===== config.mk =====
export PLATFORM = sky130hd
export DESIGN_NAME = frame_decoder
export DESIGN_NICKNAME = d
export VERILOG_FILES = /design/src/rtl/frame_decoder.sv
export SDC_FILE = /design/constraint.sdc
export NUM_CORES = 1
export LEC_CHECK = 0
export CORE_ASPECT_RATIO = 0.75
export CORE_MARGIN = 10
export CORE_UTILIZATION = 49
export CTS_CLUSTER_SIZE = 25
export DETAILED_ROUTE_END_ITERATION = 10
export PLACE_DENSITY_LB_ADDON = 0.3
export SLEW_MARGIN = 20
export SYNTH_ARGS = -nofsm -noshare
export SYNTH_HDL_FRONTEND = slang
export SYNTH_SLANG_ARGS = --single-unit
export TNS_END_PERCENT = 30

===== constraint.sdc =====
create_clock -name aclk -period 2.6 [get_ports aclk]
set_clock_uncertainty 0.1 [all_clocks]
set_input_delay 0.39 -clock aclk [delete_from_list [all_inputs] [get_ports aclk]]
set_output_delay 0.39 -clock aclk [all_outputs]
set_load 0.02 [all_outputs]

===== src/rtl/frame_decoder.sv =====
// Byte-stuffed frame decoder: strips SOF/EOF/ESC markers from a raw byte stream
// and emits decoded frame bytes with tlast, using a one-byte hold and one output stage.
`timescale 1ns/1ps
module frame_decoder #(
    parameter logic [7:0] SOF_BYTE = 8'h7E,
    parameter logic [7:0] EOF_BYTE = 8'h7F,
    parameter logic [7:0] ESC_BYTE = 8'h7D
) (
    input  logic       aclk,
    input  logic       areset,
    input  logic       target_tvalid,
    output logic       target_tready,
    input  logic [7:0] target_tdata,
    output logic       initiator_tvalid,
    input  logic       initiator_tready,
    output logic       initiator_tlast,
    output logic [7:0] initiator_tdata,
    output logic       frame_error
);

    typedef enum logic [1:0] {
        IDLE   = 2'd0,
        DATA   = 2'd1,
        ESCAPE = 2'd2
    } state_t;

    state_t     state;
    state_t     state_next;
    logic [7:0] hold_data;
    logic       hold_full;

    logic       accept;
    logic       is_sof;
    logic       is_eof;
    logic       is_esc;
    logic [7:0] data_byte;
    logic       emit;
    logic       emit_last;
    logic       load_hold;
    logic       clear_hold;
    logic       abort;

    // Input may only be taken when the output stage is free or draining this cycle.
    assign target_tready = !initiator_tvalid || initiator_tready;
    assign accept        = target_tvalid && target_tready;
    assign is_sof        = (target_tdata == SOF_BYTE);
    assign is_eof        = (target_tdata == EOF_BYTE);
    assign is_esc        = (target_tdata == ESC_BYTE);

    // NOTE: sequential state uses non-blocking (<=) so every register samples pre-edge values.
    always_ff @(posedge aclk or posedge areset) begin
        if (areset) begin
            state <= IDLE;
        end else begin
            state <= state_next;
        end
    end

    always_comb begin
        state_next = state;
        if (accept) begin
            case (state)
                IDLE: begin
                    if (is_sof) state_next = DATA;
                end
                DATA: begin
                    if (is_sof)      state_next = DATA;
                    else if (is_eof) state_next = IDLE;
                    else if (is_esc) state_next = ESCAPE;
                end
                ESCAPE: begin
                    if (is_eof) state_next = IDLE;
                    else        state_next = DATA;
                end
                default: state_next = IDLE;
            endcase
        end
    end

    // NOTE: every combinational output gets a default first, so no path can infer a latch.
    always_comb begin
        emit       = 1'b0;
        emit_last  = 1'b0;
        load_hold  = 1'b0;
        clear_hold = 1'b0;
        abort      = 1'b0;
        data_byte  = (state == ESCAPE) ? (target_tdata ^ 8'h20) : target_tdata;
        if (accept) begin
            case (state)
                IDLE: begin
                    clear_hold = is_sof;
                end
                DATA: begin
                    if (is_sof) begin
                        emit       = hold_full;
                        emit_last  = 1'b1;
                        clear_hold = 1'b1;
                        abort      = 1'b1;
                    end else if (is_eof) begin
                        emit       = hold_full;
                        emit_last  = 1'b1;
                        clear_hold = 1'b1;
                    end else if (!is_esc) begin
                        emit      = hold_full;
                        load_hold = 1'b1;
                    end
                end
                ESCAPE: begin
                    if (is_sof || is_eof) begin
                        emit       = hold_full;
                        emit_last  = 1'b1;
                        clear_hold = 1'b1;
                        abort      = 1'b1;
                    end else begin
                        emit      = hold_full;
                        load_hold = 1'b1;
                    end
                end
                default: ;
            endcase
        end
    end

    // The held byte is only released once we know whether it closes the frame.
    always_ff @(posedge aclk or posedge areset) begin
        if (areset) begin
            hold_data        <= 8'h00;
            hold_full        <= 1'b0;
            initiator_tvalid <= 1'b0;
            initiator_tlast  <= 1'b0;
            initiator_tdata  <= 8'h00;
            frame_error      <= 1'b0;
        end else begin
            frame_error <= abort;
            if (load_hold) begin
                hold_data <= data_byte;
                hold_full <= 1'b1;
            end else if (clear_hold) begin
                hold_full <= 1'b0;
            end
            if (emit) begin
                initiator_tvalid <= 1'b1;
                initiator_tdata  <= hold_data;
                initiator_tlast  <= emit_last;
            end else if (initiator_tready) begin
                initiator_tvalid <= 1'b0;
            end
        end
    end

endmodule


# Word level (Yosys, flattened, before mapping)
# Cells that the tools add are included.
[word_totals] register_bits=22 latchBits=0 ram_bits=0 rom_bits=0 in_bits=12 out_inout_bits=12 word_cells=55 memories=0
[classes] add_sub_neg=0 mul=0 n_div=0 order_cmp=0 n_eq_ne=7 n_shift=0 n_mux=32 bitwise_logic=1 n_reduce_logical=8
[op_table] operator="equality test 8 x 7 -> 1 bit, second input constant" count=3
[op_table] operator="2-to-1 mux 1 bit" count=21
[op_table] operator="2-to-1 mux 2 bit" count=4
[op_table] operator="case mux 1 bit (2 select lines)" count=4
[op_table] operator="2-to-1 mux 6 bit" count=1
[op_table] operator="case mux 2 bit (3 select lines)" count=1
[op_table] operator="!= test 4 bit, second input constant" count=1
[op_table] operator="nonzero test 2 bit" count=2
[op_table] operator="case mux 1 bit (3 select lines)" count=1
[op_table] operator="AND reduction 3 bit" count=1
[op_table] operator="equality test 2 x 1 -> 1 bit, second input constant" count=1
[op_table] operator="equality test 2 bit, second input constant" count=1
[op_table] operator="zero test 2 bit" count=1
[op_table] operator="logical OR 1 bit" count=2
[op_table] operator="!= test 2 bit, second input constant" count=1
[op_table] operator="logical AND 1 bit" count=1
[op_table] operator="zero test 1 bit" count=1
[op_table] operator="NOT 1 bit" count=1

# Longest topological paths before layout
[depth] ltp_word=7 ltp_mapped=7 ltp_nobuf=6

# Worst setup path after synthesis
# No wires, ideal clock.
[synth_path] kind="flip-flop to flip-flop" from="reg state[0]" to="reg initiator_tdata[0]" setup_time_ps=125 arrival_ps=1648 required_time_ps=2375 path_slack_ps=727 path_stages_with_launch=8 path_buffers=1 synth_period_minus_slack_ps=1873 path_cell_list="dfrtp_1 -> inv_1 -> ha_1 -> nor2_1 -> and4b_1 -> o311a_1 -> buf_6 -> mux2_4"
[synth_between] elab_chain_len=3 elab_cells_between_ends=4 cone_classes="eq/ne (2); mux (2)"
[synth_lines] item="start: declaration" line_no="27" text="state_t state;"
[synth_lines] item="start signal: assignment" line_no="55" text="state <= state_next;"
[synth_lines] item="equality test 2 bit / equality test 2 x 1 -> 1 bit (equally long branches)" line_no="89" text="case (state)"
[synth_lines] item="case mux 1 bit (2 select lines) (*)" line_no="89"
[synth_lines] item="2-to-1 mux 1 bit (*)" line_no="88" text="if (accept) begin"
[synth_lines] item="end signal: assignment" line_no="143" text="initiator_tdata <= hold_data;"
[synth_lines] item="end: declaration" line_no="17" text="output logic [7:0] initiator_tdata,"
# Mark *: on every way between the ends. The rest lies on a longest branch, timed or not.
# A chain may end at the register's enable or synchronous reset.

# Final worst setup path
[layout_path] from="reg state[0]" to="reg initiator_tdata[4]"
# The elaborated chain is that of the path after synthesis.

==> flow_summary.toml <==
[timing]
rsz0062_at_grt = "no"
maxSlewViolCount = 0
final-setup-viol-count = 0
timing_hold_violations_final = 0
max_slew_margin_pct = 46.70
fin_setup_tns_ps = 0
max_freq_ghz = 0.4327
tightest_slew_ps = 798.6
period_needed_ps = 2311
worst_slack_ps = 289.1
finalCritPeriodShare_pct = 88.88

[logic_synthesis]
synth-seq-cells = 22
synth_async_sr_flop_share_pct = 100.0
ys_top_cells_by_count = "dfrtp_1 (22), mux2_4 (9), inv_1 (8), mux2_2 (8)"
syn_area_um2 = 1096
synth_cells = 83
synth_top_area_share_pct = 50.23
synth_edf_count = 0
synth_top_area_cell = "dfrtp_1"
syn_area_per_cell_um2 = 13.21
seq_area_frac_synth_pct = 50.23
syn_nets = 99
synthFlopType = "dfrtp_1"
yosysMostFrequentCell = "dfrtp_1"
ys_types = 29
yosys_warnings = 0
synthTopCellsByArea = "dfrtp_1 (50%), mux2_4 (12%), mux2_2 (8.2%)"

[layout]
antenna_cells = 0
fin_nets = 129
multi_input_area_um2 = 504.2
fillers = 171
drive_above_1_share_pct = 26.13
area_delta_synth_final_pct = 26.83
layout.area.seq_um2 = 550.5

[worst_setup_path]
worstPathArrival_ps = 2420
critical_path.top_delay_family = "compound AO/OA/AOI/OAI gates"
critPathKind = "register to register"
slowest_stage = "o311a_1"
crit_path_start_kind = "register"
r2r_slack_ps = 290
crit_fanout = 10
worstPathCellList = "inv_1 -> ha_1 -> nor2_1 -> and4b_1 -> o311a_1 -> mux2_4"
cpPeakStageDelay_ps = 600
cp-end-kind = "register"
cp.required_ps = 2700
critPathBufInv = 1

[power_and_ir_drop]
total_power_mw = 1.563
peakVddDrop_mv = 0.5393
powerDensity_nw_per_um2 = 1124
leakage_nw = 0.6387

[clock_tree]
cts_root_buffer = "clkbuf_4"
cts_resized = 0
cts_setup_buffers = 0
cts.path.max_buffers = 2
cts_tree = "built"
clock-sinks = 22
clock_latency_ps = 300
path_clk_slew_ps = 110
cts_buffers = 3
ctsHoldBuffers = 0
cts-htree-levels = 1

[floorplanning]
dieHeight_um = 60.96
design.core.area_um2 = 2067
rows = 14
dieArea_um2 = 4548
ios = 24
die_w_um = 74.61
start_util_pct = 53.03

[detailed_routing]
drcViolationCount = 0
ant_nets = 0
drt_first_pass_iters = 4
vias_per_cell = 5.415
wl_per_cell_um = 16.42
drt_iter0_markers = 13
via_count = 731
wl_um = 2217

[min_path]
hold_class = "register to register"

[job]
cap_viol_max_count = 0

[placement]
pre_cts_ws_ps = 92.03
io_buffer_count = 23
hpwlAfterDp_um = 1793
gp_congestion = 0.9120

[global_route]
grt_usage_pct = 11.48
grt_pass1_vias = 813
grt_max_degree = 23
antenna_found_initial = 0
overflow = 0
grt_pass1_wl_um = 3919

[outcome]
status = "finished, final reports clean"
-- path summary, 6_finish.rpt --
path	from	endpoint	cells after the start
setup / recovery	state[0]	initiator_tdata[4]	6
setup reg to reg	state[0]	initiator_tdata[4]	6
hold reg to reg	hold_data[1]	initiator_tdata[1]	1
max in group asynchronous	areset	initiator_tdata[2]	2
hold / removal	hold_data[1]	initiator_tdata[1]	1
min in group asynchronous	areset	initiator_tdata[5]	2
-- sequential cells by signal (all words and copies together) (netlist names) --
register and count:
frame_error 1, hold_data 8, hold_full 1, initiator_tdata 8
initiator_tlast 1, initiator_tvalid 1, state 2
-- metrics by stage --
stage               instance area (µm²)  util (%)  cells  hold WS (ps)
floorplan                          1096         -     83         279.2
global placement                   1368     66.16    132         381.7
detailed placement                 1368     66.16    132         389.9
CTS                                1390     67.25    135         409.0
global route                       1390     67.25    135         435.1
finish                             1390     67.25    135         405.4
-- power by group --
group | leakage (nW) | switching (mW) | internal, mW | total [mW]
clock network | 0.0138 | 0.0990 | 0.0542 | 0.153
registers | 0.268 | 0.0922 | 0.500 | 0.592
logic | 0.357 | 0.354 | 0.464 | 0.818
-- placed cells by master (no fill, tap or decap), drive strengths merged, types with 2 or more instances in the layout --
cell type       n
nor2            4
or2             2
a21oi           2
inv             8
mux2           17
dfrtp          22
ha              4
clkbuf          3
mux2i           2
buf             3
o311a           2
clkdlybuf4s50  23
nand2           4
-- layer usage --
metal / track usage (%) / wire length, µm
met1: 13.16 / 960
met2: 17.71 / 983
met3: 6.525 / 237
met4: 4.032 / 36
met5: 0 / 0
-- logic make-up after synthesis --
group                    Yosys count  share of synthesized area [%]
buffers and inverters              9                          3.767
multiplexers                      19                          22.37
AND/OR/NAND/NOR                   18                          10.62
flip-flops                        22                          50.23
adder cells (fa/ha/maj)            4                          4.566
XOR/XNOR                           1                         0.7992
AO/OA/AOI/OAI                     10                          7.649
-- area by class of cell --
class | count | area share (%)
sequential | 22 | 39.60
inverter | 8 | 2.160
timing repair buffer | 26 | 18.18
clock buffer | 3 | 1.620
tap | 24 | 2.160
multi-input combinational | 52 | 36.27
(Power assumes the default switching activity.)
